[src/rtl/mosse_video_pkg.sv]
// Shared beat-level types and constants for the MOSSE tracker video pipeline.
// A beat carries four 8-bit gray pixels, pixel 0 in the low byte.
package mosse_video_pkg;

  localparam int PPC    = 4;
  localparam int PIX_W  = 8;
  localparam int BEAT_W = PPC * PIX_W;

  typedef struct packed {
    logic [BEAT_W-1:0] tdata;
    logic              tuser;
    logic              tlast;
  } video_beat_t;

  // Extracts pixel idx from a packed beat.
  function automatic logic [PIX_W-1:0] beat_pixel(input logic [BEAT_W-1:0] beat,
                                                  input int unsigned idx);
    return beat[idx*PIX_W +: PIX_W];
  endfunction

endpackage

[src/rtl/axis_skid_buffer.sv]
// Two-entry AXI-Stream skid buffer with a registered upstream ready.
// The head entry drives the outputs directly, so data and flags hold while stalled.
module axis_skid_buffer #(
  parameter int DATA_W = 8
) (
  input  logic              clk,
  input  logic              rst_n,
  input  logic              s_valid_i,
  input  logic [DATA_W-1:0] s_data_i,
  output logic              s_ready_o,
  output logic              m_valid_o,
  output logic [DATA_W-1:0] m_data_o,
  input  logic              m_ready_i
);

  logic [DATA_W-1:0] head_q, head_d;
  logic [DATA_W-1:0] tail_q, tail_d;
  logic [1:0]        count_q, count_d;
  logic              ready_q;
  logic              push;
  logic              pop;

  assign push      = s_valid_i && ready_q;
  assign pop       = m_valid_o && m_ready_i;
  assign s_ready_o = ready_q;
  assign m_valid_o = (count_q != 2'd0);
  assign m_data_o  = head_q;

  // When both entries are live, a pop promotes tail to head and a push refills tail.
  always_comb begin
    head_d  = head_q;
    tail_d  = tail_q;
    count_d = count_q;
    case (count_q)
      2'd0: begin
        if (push) begin
          head_d  = s_data_i;
          count_d = 2'd1;
        end
      end
      2'd1: begin
        if (push && pop) begin
          head_d = s_data_i;
        end else if (push) begin
          tail_d  = s_data_i;
          count_d = 2'd2;
        end else if (pop) begin
          count_d = 2'd0;
        end
      end
      default: begin
        if (pop) begin
          head_d = tail_q;
          if (push) begin
            tail_d = s_data_i;
          end else begin
            count_d = 2'd1;
          end
        end
      end
    endcase
  end

  always_ff @(posedge clk or negedge rst_n) begin
    if (!rst_n) begin
      head_q  <= '0;
      tail_q  <= '0;
      count_q <= 2'd0;
      ready_q <= 1'b1;
    end else begin
      head_q  <= head_d;
      tail_q  <= tail_d;
      count_q <= count_d;
      ready_q <= (count_d != 2'd2);
    end
  end

endmodule

[src/rtl/gray_roi_crop_4ppc.sv]
// Crops a programmable ROI out of 4-pixel-per-clock gray video and re-frames it
// as a standalone sub-frame with its own SOF/EOL markers behind a skid buffer.
module gray_roi_crop_4ppc
  import mosse_video_pkg::*;
#(
  parameter int X_W = 10,
  parameter int Y_W = 12
) (
  input  logic              s_axis_video_aclk,
  input  logic              s_axis_video_aresetn,
  input  logic [BEAT_W-1:0] VIDEO_IN_tdata,
  input  logic              VIDEO_IN_tvalid,
  input  logic              VIDEO_IN_tuser,
  input  logic              VIDEO_IN_tlast,
  output logic              VIDEO_IN_tready,
  output logic [BEAT_W-1:0] VIDEO_OUT_tdata,
  output logic              VIDEO_OUT_tvalid,
  output logic              VIDEO_OUT_tuser,
  output logic              VIDEO_OUT_tlast,
  input  logic              VIDEO_OUT_tready,
  input  logic [X_W-1:0]    ROI_X,
  input  logic [Y_W-1:0]    ROI_Y,
  input  logic [X_W-1:0]    ROI_W,
  input  logic [Y_W-1:0]    ROI_H,
  output logic              roi_done
);

  localparam int XS_W = X_W + 1;
  localparam int YS_W = Y_W + 1;

  typedef enum logic {
    WAIT_SOF = 1'b0,
    ACTIVE   = 1'b1
  } crop_state_e;

  typedef struct packed {
    video_beat_t beat;
    logic        done;
  } crop_item_t;

  crop_state_e    state_q;
  logic [X_W-1:0] col_q;
  logic [Y_W-1:0] line_q;
  logic [X_W-1:0] roiX_q, roiW_q;
  logic [Y_W-1:0] roiY_q, roiH_q;
  logic           sofPending_q;

  logic           inReady;
  logic           inAccept;
  logic           isSof;
  logic           inFrame;
  logic [X_W-1:0] curCol, curRoiX, curRoiW;
  logic [Y_W-1:0] curLine, curRoiY, curRoiH;
  logic [XS_W-1:0] colEnd;
  logic [YS_W-1:0] lineEnd;
  logic           colIn;
  logic           lineIn;
  logic           inRoi;
  logic           beatUser;
  logic           beatLast;
  logic           beatDone;
  crop_item_t     pushItem;
  crop_item_t     outItem;

  assign inAccept = VIDEO_IN_tvalid && inReady;
  assign isSof    = VIDEO_IN_tuser;
  assign inFrame  = isSof || (state_q == ACTIVE);

  // A SOF beat is itself col 0 / line 0 and is judged against the ROI it latches.
  assign curCol  = isSof ? '0 : col_q;
  assign curLine = isSof ? '0 : line_q;
  assign curRoiX = isSof ? ROI_X : roiX_q;
  assign curRoiW = isSof ? ROI_W : roiW_q;
  assign curRoiY = isSof ? ROI_Y : roiY_q;
  assign curRoiH = isSof ? ROI_H : roiH_q;

  assign colEnd  = {1'b0, curRoiX} + {1'b0, curRoiW};
  assign lineEnd = {1'b0, curRoiY} + {1'b0, curRoiH};
  assign colIn   = (curCol >= curRoiX) && ({1'b0, curCol} < colEnd);
  assign lineIn  = (curLine >= curRoiY) && ({1'b0, curLine} < lineEnd);
  assign inRoi   = inFrame && colIn && lineIn;

  assign beatUser = isSof || sofPending_q;
  assign beatLast = (({1'b0, curCol} + XS_W'(1)) == colEnd) || VIDEO_IN_tlast;
  assign beatDone = (({1'b0, curLine} + YS_W'(1)) == lineEnd) && beatLast;

  assign pushItem.beat.tdata = VIDEO_IN_tdata;
  assign pushItem.beat.tuser = beatUser;
  assign pushItem.beat.tlast = beatLast;
  assign pushItem.done       = beatDone;

  // Frame tracking; dropped beats still advance the position once a SOF has been seen.
  always_ff @(posedge s_axis_video_aclk or negedge s_axis_video_aresetn) begin
    if (!s_axis_video_aresetn) begin
      state_q      <= WAIT_SOF;
      col_q        <= '0;
      line_q       <= '0;
      roiX_q       <= '0;
      roiW_q       <= '0;
      roiY_q       <= '0;
      roiH_q       <= '0;
      sofPending_q <= 1'b0;
    end else if (inAccept && inFrame) begin
      state_q <= ACTIVE;
      if (VIDEO_IN_tlast) begin
        col_q  <= '0;
        line_q <= curLine + Y_W'(1);
      end else begin
        col_q  <= curCol + X_W'(1);
        line_q <= curLine;
      end
      if (isSof) begin
        roiX_q <= ROI_X;
        roiW_q <= ROI_W;
        roiY_q <= ROI_Y;
        roiH_q <= ROI_H;
      end
      sofPending_q <= beatUser && !inRoi;
    end
  end

  axis_skid_buffer #(
    .DATA_W($bits(crop_item_t))
  ) u_skid (
    .clk      (s_axis_video_aclk),
    .rst_n    (s_axis_video_aresetn),
    .s_valid_i(inAccept && inRoi),
    .s_data_i (pushItem),
    .s_ready_o(inReady),
    .m_valid_o(VIDEO_OUT_tvalid),
    .m_data_o (outItem),
    .m_ready_i(VIDEO_OUT_tready)
  );

  assign VIDEO_IN_tready  = inReady;
  assign VIDEO_OUT_tdata  = outItem.beat.tdata;
  assign VIDEO_OUT_tuser  = outItem.beat.tuser;
  assign VIDEO_OUT_tlast  = outItem.beat.tlast;
  assign roi_done         = VIDEO_OUT_tvalid && VIDEO_OUT_tready && outItem.done;

endmodule

[config.mk]
export PLATFORM = sky130hd
export DESIGN_NAME = gray_roi_crop_4ppc
export DESIGN_NICKNAME = d
export VERILOG_FILES = /design/src/rtl/mosse_video_pkg.sv /design/src/rtl/axis_skid_buffer.sv /design/src/rtl/gray_roi_crop_4ppc.sv
export SDC_FILE = /design/constraint.sdc
export NUM_CORES = 1
export LEC_CHECK = 0
export BUFFER_PORTS_ARGS = -buffer_cell sky130_fd_sc_hd__buf_2
export CAP_MARGIN = 20
export CORE_UTILIZATION = 60
export DETAILED_ROUTE_END_ITERATION = 8
export GPL_TIMING_DRIVEN = 1
export PLACE_DENSITY_LB_ADDON = 0.05
export SYNTH_ARGS = -nofsm -noshare
export SYNTH_HDL_FRONTEND = slang
export SYNTH_HIERARCHICAL = 1
export SYNTH_SLANG_ARGS = --single-unit
[constraint.sdc]
create_clock -name s_axis_video_aclk -period 5.9 [get_ports s_axis_video_aclk]
set_clock_uncertainty 0.15 [all_clocks]
set_input_delay 1.475 -clock s_axis_video_aclk [delete_from_list [all_inputs] [get_ports s_axis_video_aclk]]
set_output_delay 1.475 -clock s_axis_video_aclk [all_outputs]
set_load 0.02 [all_outputs]
==> parameters.txt <==
Parameter                              Value

Status
  Status    complete, no violations

STA
  Final critical delay including setup and external delays    approximately 5.4 ns
  Worst hold margin    between 0.3 and 0.4 ns
  Achievable frequency    184 MHz
  Unrepaired setup endpoints after global routing    false
  Final hold viol count    0
  Actual transition at the worst max-transition pin    around 0.95 ns
  Share of the clock period used by the worst path    between 90 and 100%
  Total negative slack    0 ns
  Final setup violation count    0
  Number of max-slew violations in the final report    0
  Relative slew slack    36.5%

Hold path
  Min-Delay Path Class    flop to flop
  Start point of the worst min-delay path    col_q[7]$_DFFE_PN0P_

GRT
  Tot GR Track Use    between 20% and 30%
  Global-route wire length before repair    39.9 mm
  Met1 Track Usage GR    a little under two fifths
  Grt ovf    0
  Met2 usage    around 47%
  Number of global-route vias before repair    just over 8000
  Antenna violations before repair    0
  Met3 demand-to-capacity share in global routing    5.31%
  Pin count of the biggest net entering global routing    101
  Busiest metal layer after global routing    met2

Clock tree
  Quantity of hold-fixing buffers added after cts    0
  Count of instances resized after the clock tree is built    0
  CTS tree    yes
  Clk_lat worst skew    about 0.43 ns
  Clock Sink Count    ~140
  Buffer count from post-CTS setup fixing    0
  Longest Clk Path Bufs    2
  Reg clk slew, reported paths    around 0.06 ns
  Root cell of the clock tree    clkbuf_16
  CTS buffer count    17
  H-tree depth    4

Placed design
  DP Wirelength    roughly 16 mm
  Global placement routability congestion    0.880
  Port Buffers    ~120
  Post-placement cell count    between 1000 and 1500
  Placed cell area    roughly 11000 sq um

Power and ir drop
  Power density over cell area    244 nW/um^2
  Comb power frac    ~26%
  Proportion of power drawn by the clock network    a little under two fifths
  Cell internal power dissipation    approximately 2000 uW
  Net Sw Power    about 850 uW
  Max VDD drop    about 0.00023 V
  Post-route total power    2850 uW
  Register share of total power    36.5%
  Net switching share of the total power    about 30%
  Static leakage    0.00566 uW

Logic synthesis
  EDFF count, synth    0
  Largest area contributor in the netlist    dfrtp_1
  Post-synth design cell area    a little over 10000 sq um
  Count leader, synth    nand2_1
  Synthesis Warnings    6
  Register bit count reported by yosys    between 100 and 150
  Most frequent cells after synthesis    nand2_1, dfrtp_1, nand3_1, ha_1, nor2b_1
  Number of instances in the synthesized netlist    1088
  Post-Syn Area per Cell    9.30 sq um
  Synth top area cells    dfrtp_1, ha_1, nand2_1
  Syn Nets    between 1000 and 1500
  Register area share after synthesis    roughly a third
  Leading register cell type out of synthesis    dfrtp_1
  Share of Yosys cell area claimed by the top area cell type    around a third
  Count of cell types in the netlist    between 70 and 80
  Asr flop ratio synth    between 90% and 100%

Die
  Die Ht    132 um
  Row cnt    47
  I/O pin count    between 100 and 150
  Total Die Area    ~17000 sq um
  CORE AREA    between 15000 and 20000 sq um
  Die width    between 100 and 150 um
  Starting Density    61.3%

Drt
  Sum of routed wire length over all layers    between 20 and 25 mm
  DRT iter0 DRCs    between 500 and 600
  Overall via count from detail_route    8382
  Routed wirelength normalized by instance count    around 17 um
  Pre-Repair DR Iteration Count    5
  Detail Route Antenna Nets    0
  Average via count per standard cell    5.88
  Drc violations    0

Setup path
  Arrival time worst endpoint    5.60 ns
  Launch point of the worst reg-to-reg path    roiY_q[0]$_DFFE_PN0P_
  Worst setup EP type    flop
  Critical path required time    6.06 ns
  Worst setup path startpoint    VIDEO_IN_tuser
  Critical path class    input port to flop
  Crit Path Max Fanout    31
  Launching element type of the critical path    input port
  Worst-case register-to-register setup slack    1.48 ns

Finish
  Total non-filler cell area in the finished layout    11700 sq um
  Ratio of cells with drive above 1 in the final layout    around 22%
  Number of diodes added for antenna fixing    0
  Area delta synth->final    15.4%
  Non-filler instance count after layout    between 1000 and 1500
  Layout filler cell count    ~1300
  Layout net count    1345

Job
  MaxCap Viol Count    0
==> final cells by class <==
class,instances,area (sq um),area share (%)
multi-input combinational,841,6210,53.1
clock buffer,23,468,4.00
inverter,38,143,1.22
timing repair buffer,154,952,8.15
tap,220,275,2.36
sequential,141,3530,30.2
clock inverter,9,110,0.942
==> sequential cells by signal, indices dropped and copies added (netlist names) <==
name,flops
state_q,1
col_q,10
roiW_q,10
sofPending_q,1
roiH_q,12
u_skid/tail_q,35
roiX_q,10
roiY_q,12
u_skid/s_ready_o,1
u_skid/m_data_o,35
line_q,12
u_skid/count_q,2
==> logic make-up (layout without fill, tap and decap cells) <==
family,after synthesis,count (layout),share of synthesized area (%)
flip-flops,141,141,34.9
multiplexers,88,88,10.6
XOR/XNOR,54,54,5.02
AO/OA/AOI/OAI,244,244,17.3
buffers and inverters,106,224,4.41
AND/OR/NAND/NOR,385,385,19.0
adder cells (fa/ha/maj),70,70,8.80
==> worst max-delay path: stages <==
cell,delay (ns)
buf_4,0.19
buf_12,0.23
mux2_2,0.38
ha_2,0.18
inv_1,0.07
fa_2,0.45
ha_1,0.29
nor2b_1,0.14
o21a_1,0.12
o21a_1,0.11
o211ai_1,0.08
a21boi_1,0.18
o211ai_1,0.11
a2111o_1,0.40
and4_1,0.24
and2_1,0.15
o22a_2,0.26
buf_12,0.19
mux2_4,0.31
==> cells in the final DEF (no fill, tap or decap), drive strengths merged, types with 4 or more instances in the layout <==
cell type,count
buf,154
nand2,144
dfrtp,140
nand3,81
ha,68
mux2,61
nor2b,57
o21ai,47
a21o,40
inv,40
nor2,36
xnor2,32
a2bb2oi,32
a32oi,31
a21oi,27
mux2i,27
clkbuf,23
xor2,20
o21a,14
nor3,11
nand2b,11
o31ai,10
nand3b,7
o211ai,6
and2,6
and3,6
o21bai,5
o22ai,5
nand4,5
clkinv,5
nor4,4
or2,4
==> worst paths after layout <==
check	to	depth (start not counted)
max reg2reg	u_skid/m_data_o[34]$_DFFE_PN0P_	19
max	u_skid/m_data_o[32]$_DFFE_PN0P_	19
max in group asynchronous	roiW_q[8]$_DFFE_PN0P_	2
min in group asynchronous	u_skid/tail_q[13]$_DFFE_PN0P_	1
min	col_q[7]$_DFFE_PN0P_	2
min reg2reg	col_q[7]$_DFFE_PN0P_	2
==> routing by layer <==
metal | part of all wire [%] | wire length [um]
met1 | 46 | 11000
met2 | 47 | 11200
met3 | 4.6 | 1080
met4 | 1.7 | 395
met5 | 0 | 0
==> through the flow <==
step                      setup slack (ns)  utilization (%)
final                                0.464             70.7
after global routing                 0.206             70.7
after CTS                            0.487             70.6
after detailed placement            0.0917             67.1
after global placement               0.133             67.1
after floorplan                    0.00329                -
==> power by group through the flow <==
stage,logic (uW),clock network (uW),registers [uW]
2_1_floorplan,536,0,1050
3_3_place_gp,706,0,1060
3_5_place_dp,723,0,1060
4_1_cts,739,1090,1040
5_1_grt,824,1130,1050
6_report,738,1070,1040
Power figures use the tool's default switching activity.
